## config.mk

```make
export PLATFORM = sky130hd
export DESIGN_NAME = recibir_datos
export DESIGN_NICKNAME = d
export VERILOG_FILES = /design/src/rtl/recibir_datos.sv
export SDC_FILE = /design/constraint.sdc
export NUM_CORES = 1
export LEC_CHECK = 0
export ABC_AREA = 1
export ABC_CLOCK_PERIOD_IN_PS = 1500
export BUFFER_PORTS_ARGS = -buffer_cell sky130_fd_sc_hd__buf_2
export CORE_ASPECT_RATIO = 1.75
export CORE_MARGIN = 2
export CORE_UTILIZATION = 30
export CTS_CLUSTER_SIZE = 30
export DETAILED_ROUTE_END_ITERATION = 16
export PLACE_DENSITY = 0.53
export SETUP_SLACK_MARGIN = 0.05
export SLEW_MARGIN = 0
export SYNTH_ARGS = -nofsm -noshare
export SYNTH_HDL_FRONTEND = slang
export SYNTH_SLANG_ARGS = --single-unit
```

## constraint.sdc

```tcl
create_clock -name clk -period 1.5 [get_ports clk]
set_input_delay 0.075 -clock clk [delete_from_list [all_inputs] [get_ports clk]]
set_output_delay 0.075 -clock clk [all_outputs]
set_load 0.03 [all_outputs]
```

## src/rtl/recibir_datos.sv

```systemverilog
// rtl/recibir_datos.sv - 16x oversampled UART byte receiver with command decode.
// Define RX_PARITY_EN to add an even-parity bit between data and stop.
module recibir_datos #(
  parameter int CLK_HZ = 50000000,
  parameter int BAUD   = 9600
) (
  input  logic       clk,
  input  logic       rst,
  input  logic       rx,
  output logic [7:0] data,
  output logic       data_valid,
  output logic [2:0] cmd,
  output logic       cmd_valid,
  output logic       frame_err,
  output logic       parity_err,
  output logic       busy
);

  localparam int DIV = CLK_HZ / (BAUD * 16);
  localparam int DW  = (DIV > 1) ? $clog2(DIV) : 1;

`ifdef RX_PARITY_EN
  typedef enum logic [2:0] {IDLE, START, DATA, PARITY, STOP, BREAK} state_t;
`else
  typedef enum logic [2:0] {IDLE, START, DATA, STOP, BREAK} state_t;
`endif

  state_t        state;
  logic          rx_s1, rx_s2;
  logic [DW-1:0] div_cnt;
  logic [3:0]    tick_cnt;
  logic [2:0]    bit_cnt;
  logic [1:0]    samp;
  logic [7:0]    shreg;
  logic [3:0]    brk_cnt;
  logic          tick;
  logic          maj;
  logic          at_9;
  logic          at_15;

  assign tick  = (state != IDLE) && (div_cnt == DW'(DIV - 1));
  assign at_9  = tick && (tick_cnt == 4'd9);
  assign at_15 = tick && (tick_cnt == 4'd15);
  // Majority vote of the samples taken at ticks 7 and 8 plus the live tick-9 sample.
  assign maj   = (samp[0] & samp[1]) | (samp[0] & rx_s2) | (samp[1] & rx_s2);

`ifdef RX_PARITY_EN
  logic par_bad;
`else
  assign parity_err = 1'b0;
`endif

  always_ff @(posedge clk or posedge rst) begin
    if (rst) begin
      rx_s1      <= 1'b1;
      rx_s2      <= 1'b1;
      state      <= IDLE;
      div_cnt    <= '0;
      tick_cnt   <= '0;
      bit_cnt    <= '0;
      samp       <= '0;
      shreg      <= '0;
      brk_cnt    <= '0;
      data       <= 8'h00;
      cmd        <= 3'd0;
      data_valid <= 1'b0;
      cmd_valid  <= 1'b0;
      frame_err  <= 1'b0;
      busy       <= 1'b0;
`ifdef RX_PARITY_EN
      parity_err <= 1'b0;
      par_bad    <= 1'b0;
`endif
    end else begin
      rx_s1      <= rx;
      rx_s2      <= rx_s1;
      data_valid <= 1'b0;
      cmd_valid  <= 1'b0;
      frame_err  <= 1'b0;
`ifdef RX_PARITY_EN
      parity_err <= 1'b0;
`endif
      if (state == IDLE || tick) div_cnt <= '0;
      else                       div_cnt <= div_cnt + 1'b1;

      if (tick) begin
        tick_cnt <= tick_cnt + 1'b1;
        if (tick_cnt == 4'd7) samp[0] <= rx_s2;
        if (tick_cnt == 4'd8) samp[1] <= rx_s2;
      end

      case (state)
        IDLE: begin
          tick_cnt <= '0;
          bit_cnt  <= '0;
          if (!rx_s2) begin
            state <= START;
            busy  <= 1'b1;
          end
        end
        START: begin
          if (at_9 && maj) begin
            state <= IDLE;
            busy  <= 1'b0;
          end else if (at_15) begin
            state <= DATA;
          end
        end
        DATA: begin
          if (at_9) shreg <= {maj, shreg[7:1]};
          if (at_15) begin
            bit_cnt <= bit_cnt + 1'b1;
`ifdef RX_PARITY_EN
            if (bit_cnt == 3'd7) state <= PARITY;
`else
            if (bit_cnt == 3'd7) state <= STOP;
`endif
          end
        end
`ifdef RX_PARITY_EN
        PARITY: begin
          if (at_9)  par_bad <= maj ^ (^shreg);
          if (at_15) state <= STOP;
        end
`endif
        STOP: begin
          // Decide mid stop bit so a back-to-back start edge is not missed.
          if (at_9) begin
            if (maj) begin
`ifdef RX_PARITY_EN
              if (par_bad) begin
                parity_err <= 1'b1;
              end else begin
`else
              begin
`endif
                data       <= shreg;
                data_valid <= 1'b1;
                if (shreg[7:3] == 5'd0) begin
                  cmd       <= shreg[2:0];
                  cmd_valid <= 1'b1;
                end
              end
              state <= IDLE;
              busy  <= 1'b0;
            end else begin
              frame_err <= 1'b1;
              brk_cnt   <= '0;
              state     <= BREAK;
            end
          end
        end
        BREAK: begin
          if (!rx_s2) begin
            brk_cnt <= '0;
          end else if (tick) begin
            if (brk_cnt == 4'd15) begin
              state <= IDLE;
              busy  <= 1'b0;
            end else begin
              brk_cnt <= brk_cnt + 1'b1;
            end
          end
        end
        default: begin
          state <= IDLE;
          busy  <= 1'b0;
        end
      endcase
    end
  end

endmodule

```

==> impl_metrics.ini <==
[status]
outcome = finished with violations
failed_checks = negative setup slack

[power_and_ir_drop]
switching_power_mw = 0.578
p_per_area_mw_per_mm2 = 748
total_power_mw = 2.58
pwr-share-clk_pct = 45.2
seqPwrFrac_pct = 52.6
intPower_mw = 2.00
sw_frac_of_total_pct = 22.4
leakagePower_nw = 1.69
ir_worst_vdd_uv = 664
comb_power_share_pct = 2.2

[grt]
grt_first_pass_wirelength_um = 10200
grt_max_degree = 30
antenna_found_initial = 0
grt_pass1_vias = 2239
grt_usage_pct = 14.2
grt_overflow = 0

[timing]
whs_ps = 363
hold_violations = 0
slew_violations = 0
skew_ps = 10.6
final.min_clock_period_ps = 1620
max_freq_ghz = 0.616
tightest_slew_ps = 556
fin_crit_sh_pct = 108
tns_ps = -2070
rsz0062_at_grt = yes
setup_viol_count_final = 34
worst_slack_ps = -122
slew_headroom_pct = 62.9

[critical_path]
crit_chain = inv_1 > ha_1 > nand2_2 > nor2_4 > nand2_4 > nor2_8 > nand4_4 > buf_6 > nand2_1 > o21ai_2
worstPathRequired_ps = 1690
critPathArrivalTime_ps = 1810
max_stage_delay_ps = 380
slowest_stage = dfrtp_1
cp_max_fo = 10
crit_type = reg2reg
worstSetupEndpointType = register
cp-start-kind = register

[synthesis]
syn-num-nets = 302
synth_edf_count = 0
yosysMostFrequentCell = nand2_1
synth_cell_types = 38
synth_top_family_by_area = simple AND/OR/NAND/NOR gates
ys_ff_latch = 50
yosys.area_share.simple_pct = 28.3
ys_top_cells_by_area = dfrtp_1, nand2_1, inv_1, ha_1, nor2_1
synthTopCellsByCount = nand2_1, dfrtp_1, inv_1
ys_async_sr_fraction_pct = 100
synthAdderAreaFrac_pct = 3.92
synth_xor_area_share_pct = 0.343
synthesis.area_mm2 = 0.00255
yosysTopAreaCellShare_pct = 47.0
synth_mux_area_share_pct = 0
synth_compound_area_share_pct = 10.0
ys_seq_area_share_pct = 49.1
synth-main-ff-cell = dfrtp_1
synth_warnings = 0
syn_avg_cell_area_um2 = 8.78
synthCells = 291
yosys.area.top_type = dfrtp_1

[routing]
drt_wl_total_um = 5690
firstDrtPassIters = 4
postRouteAntennaNets = 0
first_iter_violations = 61
drc_errors = 0
post_drt_wl_per_cell_um = 12.4
viasPerCell = 4.63
num_vias = 2115

[final_layout]
n_antenna_cell = 0
utilization_pct = 41.7
drive_gt1_share_pct = 38.9
fin_area_mm2 = 0.00344
layout.cells.non_filler = 457
nNetsFinal = 375
area_growth_pct = 34.9

[clock_tree]
cts_inserted_buffers = 5
clockBufferDepth = 2
clk_pin_slew_ps = 70
cts.sink_count = 50
worst_skew_pair.late_latency_ps = 300
ctsHtreeMaxLevel = 2
cts_tree = built
clockRootBuffer = clkbuf_16

[place]
placed_area_mm2 = 0.00305
dp_slack_ps = -128
dpl.hpwl_um = 4270
io_buffer_count = 17
gp_congestion = 0.806
dp_cells = 437

[floorplan]
die_w_um = 73.7
fp.dieH_um = 126
core.rowCount = 44
die_area_mm2 = 0.00930
io_pins = 19
start_util_pct = 30.9
core_area_mm2 = 0.00826

[run]
cap_violations = 0

[hold_path]
holdCritPathClass = reg2reg
sequential cells by signal, summed over array words and instances (netlist names):
signal      flops
rx_s2           1
cmd_valid       1
brk_cnt         4
shreg           8
data_valid      1
frame_err       1
state           3
bit_cnt         3
cmd             3
rx_s1           1
busy            1
tick_cnt        4
data            8
div_cnt         9
samp            2
power groups by stage:
stage | Combinational (mW) | Clock, mW | Sequential [mW]
final | 0.0569 | 1.16 | 1.35
after floorplan | 0.0312 | 0 | 1.38
after detailed placement | 0.0534 | 0 | 1.38
after global placement | 0.0531 | 0 | 1.38
after CTS | 0.0591 | 1.21 | 1.35
after global routing | 0.0659 | 1.27 | 1.35
final cells by class:
type                            count  area [um2]
Tap cell                           92         115
Inverter                           43         171
Clock buffer                        5         125
Multi-Input combinational cell    193        1190
Clock inverter                      3        25.0
Fill cell                         817        4810
Timing Repair Buffer               71         564
Sequential cell                    50        1250
placed cells by master (no fill, tap or decap), types with 2 or more instances in the layout:
cell,instances
a21oi_1,8
buf_12,2
buf_2,17
buf_4,42
buf_6,7
clkbuf_16,6
dfrtp_1,48
dfstp_2,2
dlygate4sd3_1,2
ha_1,7
inv_1,25
inv_2,14
inv_4,2
inv_6,2
nand2_1,61
nand2_2,10
nand2_4,4
nand3_1,11
nand3_4,2
nand3b_1,2
nand4_1,7
nor2_1,20
nor2_2,6
nor2_4,4
nor3_1,5
nor3_4,3
o21ai_0,6
o21ai_1,15
o21ai_2,10
final timing paths:
path | from | to | slack [ps] | depth (start not counted)
worst max register to register | div_cnt[0]$_DFF_PP0_ | data[6]$_DFFE_PP0P_ | -120 | 10
worst min-delay path | rx_s1$_DFF_PP1_ | rx_s2$_DFF_PP1_ | 360 | 0
min in group asynchronous | rst | tick_cnt[3]$_DFFE_PP0N_ | 370 | 3
worst max-delay path | div_cnt[0]$_DFF_PP0_ | data[6]$_DFFE_PP0P_ | -120 | 10
worst min register to register | rx_s1$_DFF_PP1_ | rx_s2$_DFF_PP1_ | 360 | 0
max in group asynchronous | rst | state[0]$_DFFE_PP0P_ | 580 | 4
logic make-up after synthesis:
family | Yosys count
XOR/XNOR | 1
flip-flops | 50
AO/OA/AOI/OAI | 43
buffers and inverters | 48
AND/OR/NAND/NOR | 140
other | 1
adder cells (fa/ha/maj) | 8
timing repair:
action,CTS,global route
setup endpoints to repair,39,45
hold buffers,2,0
endpoints found under the hold margin,20,0
setup buffers,6,3
pin swaps,12,8
resized for setup,27,17
cloned,0,1
critical path: cells and delay by family (launching register included):
| family | cells | cell delay (ps) |
|---|---|---|
| compound gates | 1 | 50 |
| fa+ha+maj | 1 | 150 |
| buf+inv | 2 | 260 |
| flops | 1 | 380 |
| simple gates | 6 | 680 |
routing by layer:
metal | GRT usage, % | part of all wire [%] | up-vias
met1 | 15.5 | 39 | 985
met5 | 0 | 0 | -
met4 | 8.24 | 4.5 | 0
met3 | 2.16 | 2.2 | 15
met2 | 24.9 | 54 | 29
li1 | - | - | 1086
No activity file was read; power rests on OpenSTA's default activity.
